$ cat src/rtl/zbt_arbiter.sv
// Two-port round-robin arbiter for a pipelined ZBT SRAM: grants one access per
// cycle and returns read data / drives write data LAT cycles after the grant.
module zbt_arbiter #(
    parameter int ADDR_W = 19,
    parameter int DATA_W = 36,
    parameter int LAT    = 2
) (
    input  logic              clock,
    input  logic              reset,
    input  logic              a_req,
    input  logic              a_we,
    input  logic [ADDR_W-1:0] a_addr,
    input  logic [DATA_W-1:0] a_din,
    output logic              a_grant,
    output logic              a_rvalid,
    output logic [DATA_W-1:0] a_dout,
    input  logic              b_req,
    input  logic              b_we,
    input  logic [ADDR_W-1:0] b_addr,
    input  logic [DATA_W-1:0] b_din,
    output logic              b_grant,
    output logic              b_rvalid,
    output logic [DATA_W-1:0] b_dout,
    output logic [ADDR_W-1:0] mem_addr,
    output logic              mem_we,
    output logic [DATA_W-1:0] mem_din,
    input  logic [DATA_W-1:0] mem_dout
);

    typedef enum logic {PORT_A = 1'b0, PORT_B = 1'b1} port_t;

    port_t             last_grant;
    logic              grant_a;
    logic              grant_b;
    logic              granted;
    logic              sel_we;
    logic [ADDR_W-1:0] sel_addr;
    logic [DATA_W-1:0] sel_din;
    port_t             sel_port;
    logic [ADDR_W-1:0] addr_q;

    logic              rd_v    [LAT];
    port_t             rd_port [LAT];
    logic [DATA_W-1:0] wr_data [LAT];
    logic              tag_v;
    port_t             tag_port;
    logic [DATA_W-1:0] a_dout_q;
    logic [DATA_W-1:0] b_dout_q;

    always_comb begin
        grant_a = 1'b0;
        grant_b = 1'b0;
        if (!reset) begin
            if (a_req && b_req) begin
                grant_a = (last_grant == PORT_B);
                grant_b = (last_grant == PORT_A);
            end else begin
                grant_a = a_req;
                grant_b = b_req;
            end
        end
        granted  = grant_a || grant_b;
        sel_port = grant_b ? PORT_B : PORT_A;
        sel_we   = grant_b ? b_we   : a_we;
        sel_addr = grant_b ? b_addr : a_addr;
        sel_din  = grant_b ? b_din  : a_din;
    end

    // dout must be visible together with rvalid, so it captures mem_dout on the
    // edge where the read tag moves into the final pipeline stage.
    generate
        if (LAT == 1) begin : g_tag_direct
            assign tag_v    = granted && !sel_we;
            assign tag_port = sel_port;
        end else begin : g_tag_pipe
            assign tag_v    = rd_v[LAT-2];
            assign tag_port = rd_port[LAT-2];
        end
    endgenerate

    always_ff @(posedge clock) begin
        if (reset) begin
            last_grant <= PORT_B;
            addr_q     <= '0;
            a_dout_q   <= '0;
            b_dout_q   <= '0;
            for (int unsigned i = 0; i < LAT; i++) begin
                rd_v[i]    <= 1'b0;
                rd_port[i] <= PORT_A;
                wr_data[i] <= '0;
            end
        end else begin
            if (granted) begin
                last_grant <= sel_port;
                addr_q     <= sel_addr;
            end
            rd_v[0]    <= granted && !sel_we;
            rd_port[0] <= sel_port;
            wr_data[0] <= (granted && sel_we) ? sel_din : '0;
            for (int unsigned i = 1; i < LAT; i++) begin
                rd_v[i]    <= rd_v[i-1];
                rd_port[i] <= rd_port[i-1];
                wr_data[i] <= wr_data[i-1];
            end
            if (tag_v && tag_port == PORT_A) a_dout_q <= mem_dout;
            if (tag_v && tag_port == PORT_B) b_dout_q <= mem_dout;
        end
    end

    assign a_grant  = grant_a;
    assign b_grant  = grant_b;
    assign a_rvalid = rd_v[LAT-1] && (rd_port[LAT-1] == PORT_A);
    assign b_rvalid = rd_v[LAT-1] && (rd_port[LAT-1] == PORT_B);
    assign a_dout   = a_dout_q;
    assign b_dout   = b_dout_q;
    assign mem_we   = granted && sel_we;
    assign mem_addr = granted ? sel_addr : addr_q;
    assign mem_din  = wr_data[LAT-1];

endmodule
$ cat config.mk
export PLATFORM = sky130hd
export DESIGN_NAME = zbt_arbiter
export DESIGN_NICKNAME = d
export VERILOG_FILES = /design/src/rtl/zbt_arbiter.sv
export SDC_FILE = /design/constraint.sdc
export NUM_CORES = 1
export LEC_CHECK = 0
export ABC_CLOCK_PERIOD_IN_PS = 1300
export CORE_ASPECT_RATIO = 1.25
export CORE_MARGIN = 2
export CORE_UTILIZATION = 32
export CTS_BUF_LIST = sky130_fd_sc_hd__clkbuf_4
export DETAILED_ROUTE_END_ITERATION = 12
export GPL_TIMING_DRIVEN = 0
export PLACE_DENSITY = 0.66
export SETUP_SLACK_MARGIN = 0.05
export SLEW_MARGIN = 40
export SYNTH_ARGS = -nofsm -noshare
export SYNTH_HDL_FRONTEND = slang
export SYNTH_SLANG_ARGS = --single-unit
$ cat constraint.sdc
create_clock -name clock -period 1.3 [get_ports clock]
set_clock_uncertainty 0.15 [all_clocks]
set_input_delay 0.195 -clock clock [delete_from_list [all_inputs] [get_ports clock]]
set_output_delay 0.195 -clock clock [all_outputs]
set_load 0.01 [all_outputs]
==> run summary <==
GPL Wtd Cong -> 0.7865
Post-synth EDFFs -> 0
Startpoint Class -> input pin
Pwr dens -> 926.4 mW/mm^2
Worst hold path class -> input pin to flip-flop
Endpoints failing hold -> 0
Post-Place Cells -> 1,297
Leak -> 4.732 nW
Clk_lat worst skew -> 0.54 ns
Post-synthesis instance total -> 746
Port bufs -> 281
Via count -> 6,463
Final setup viols -> 187
Flop and latch count out of synthesis -> 168
Layout Nets -> 1,224
Synth top area cells -> dfxtp_1, a21oi_1, nand2_1
Die area -> 0.02132 mm^2
Root Driver -> clkbuf_4
Worst-margin pin slew -> 0.6761 ns
Cell with the most instances after synthesis -> dfxtp_1
First-pass GRT wire length -> 33.58 mm
Via density -> 4.763
RSZ-0062 raised after global routing -> true
Highest Clock Rate -> 462.0 MHz
Unique masters post-synth -> 24
Vias in the first global route -> 6,424
Worst rel slew slack -> 54.93%
Synth Area in Compound Gates -> 20.21%
CTS Buf Count -> 17
Worst-case reg-to-reg path depth -> 9
Total GRT Usage -> 20.43%
Clock Sinks -> 168
HPWL after DPL -> 15.80 mm
Crit Path Category -> input pin to primary output
Post-synth top cells -> dfxtp_1, nand2_1, a21oi_1
DR WL/cell -> 17.43 um
Worst setup EP type -> primary output
CP required -> 0.95 ns
Critical Path AT -> 1.82 ns
Share of post-route cells with drive strength above 1 -> 56.41%
ANT nets after route -> 0
Syn. warnings -> 0
Syn_area_per_cell -> 8.649 um^2
Worst hold stages -> 3
DP Area -> 0.009829 mm^2
Mapped cell area -> 0.006452 mm^2
Multiplexer share of the synthesized area -> 0%
Initial core utilization -> 32.33%
Gr ovfl total -> 0
DRC Markers -> 0
Status -> finished with violations
Asr flop ratio synth -> 0%
Violated checks -> setup timing
TritonRoute pass-1 iters -> 4
Final period util -> 166.5%
H-tree depth -> 4
Sequential-to-total area share from yosys stat -> 52.12%
Finished Layout Cells -> 1,357
Post-Place Worst Slack -> -1.338 ns
Synth Area in XOR/XNOR -> 0%
Row cnt -> 58
Clock transition at the registers of the reported paths -> 0.16 ns
Die Y -> 162.8 um
Total power -> 11.19 mW
Max Cap Viol -> 0
Seq. cell area -> 0.003510 mm^2
Main synth FF type -> dfxtp_1
CORE AREA -> 0.01996 mm^2
Chip Width -> 131.0 um
Layout Utilization -> 60.55%
Fill count -> 1,670
Final-report max-slew violation count -> 0
Critical path peak fanout -> 6
WL final -> 23.65 mm
Tmin final -> 2.165 ns
CTS tree -> built
Area growth from synthesis to layout -> 87.26%
Post-synth top area share -> 52.12%
Mapped Nets -> 898
Clk buf depth -> 2
I/O pin cnt -> 284
Post-synthesis adder-cell area fraction -> 0%
Cell accounting for the most synthesized area -> dfxtp_1
Pin count of the biggest net entering global routing -> 17
Initial antenna violation count -> 2
Worst Slack Setup Final -> -0.8647 ns
Largest family of logic cells by synthesized area -> compound AO/OA/AOI/OAI gates
Footprint of the multi-input gates -> 0.003606 mm^2
VDD IR max -> 0.5167 mV
Iteration-0 DRC Markers -> 255
Post-Synth Simple-Gate Area -> 18.71%
Final Instance Area -> 0.01208 mm^2
-- cells in the final DEF (no fill, tap or decap), types with 3 or more instances in the layout --
cell,synthesis,final
a211oi_2,0,16
a21oi_1,111,22
clkbuf_1,35,11
o21ai_0,54,18
buf_4,39,33
a21oi_4,0,7
nand2_4,0,35
o21ai_4,0,3
o21ai_2,0,17
buf_12,0,11
nor2_1,21,20
clkbuf_8,0,5
a22oi_2,0,32
clkdlybuf4s50_1,0,149
nand2_1,146,91
o21ai_1,3,19
buf_6,4,135
a211oi_1,19,3
a22oi_1,36,4
clkbuf_4,0,18
buf_8,0,12
dfxtp_1,168,55
dlygate4sd3_1,0,4
buf_2,19,27
clkbuf_16,0,13
nand3b_1,37,37
clkinv_4,0,3
inv_6,0,4
nor2b_1,40,38
nand2_2,0,20
clkbuf_2,2,5
and2_4,0,3
dfxtp_2,0,111
a21oi_2,0,82
-- registers in the layout, summed over array words and instances, names as in the netlist --
signal,cells
a_dout,36
addr_q,19
rd_v,2
rd_port,2
wr_data,72
b_dout,36
last_grant,1
-- cell type report --
cell class / instances / area share [%]
Inverter: 1 / 0.03107
Clock inverter: 14 / 1.346
Buffer: 61 / 6.006
Antenna cell: 2 / 0.04142
Timing Repair Buffer: 345 / 29.77
Multi-Input combinational cell: 478 / 29.84
Sequential cell: 168 / 29.05
Tap cell: 270 / 2.796
Clock buffer: 18 / 1.118
-- worst max-delay path, stage by stage --
cell             delay, ns
clkdlybuf4s50_1       0.63
a21boi_2              0.25
buf_6                 0.13
buf_12                0.10
buf_12                0.11
a21oi_4               0.05
a21oi_2               0.19
buf_2                 0.16
-- worst paths after layout --
| check | from | end | slack (ns) |
|---|---|---|---|
| setup / recovery | b_req | mem_addr[17] | -0.86 |
| hold / removal | mem_dout[8] | b_dout[8] | 0.06 |
| setup reg to reg | last_grant | wr_data[0][0] | -0.48 |
| hold reg to reg | wr_data[0][25] | wr_data[0][61] | 0.30 |
-- where the power goes --
group          internal, mW  total, mW  switching [mW]
logic                  1.37       2.51            1.15
registers              5.38       5.47          0.0974
clock network          1.22       3.20            1.99
total                  7.96       11.2            3.23
-- metal layers --
metal / track usage [%] / part of all wire [%]
met5: 0 / 0
met4: 8.317 / 2.8
met3: 4.862 / 5.5
met2: 35.68 / 52
met1: 23.70 / 39
-- kinds of logic (layout without fill, tap and decap cells) --
family | after synthesis | after routing
other | 0 | 2
AOI/OAI and AO/OA | 227 | 227
DFF | 168 | 168
buffers and inverters | 100 | 439
and+or+nand+nor | 251 | 251
-- metrics by stage --
step           hold slack [ns]  TNS [ns]
2_1_floorplan           0.1796   -0.7727
4_1_cts                -0.3441    -40.75
3_5_place_dp            0.2704    -96.84
6_report               0.05607    -38.87
5_1_grt               0.009486    -51.58
3_3_place_gp            0.2648    -93.38
-- timing repair --
action                                 CTS  global route
gates cloned                             8             6
gates resized for setup                949           188
pin swaps                               63            72
setup buffers                           29            20
setup endpoints to repair              249           252
endpoints found under the hold margin    9            10
hold buffers                             3             1
Power figures use the tool's default switching activity.
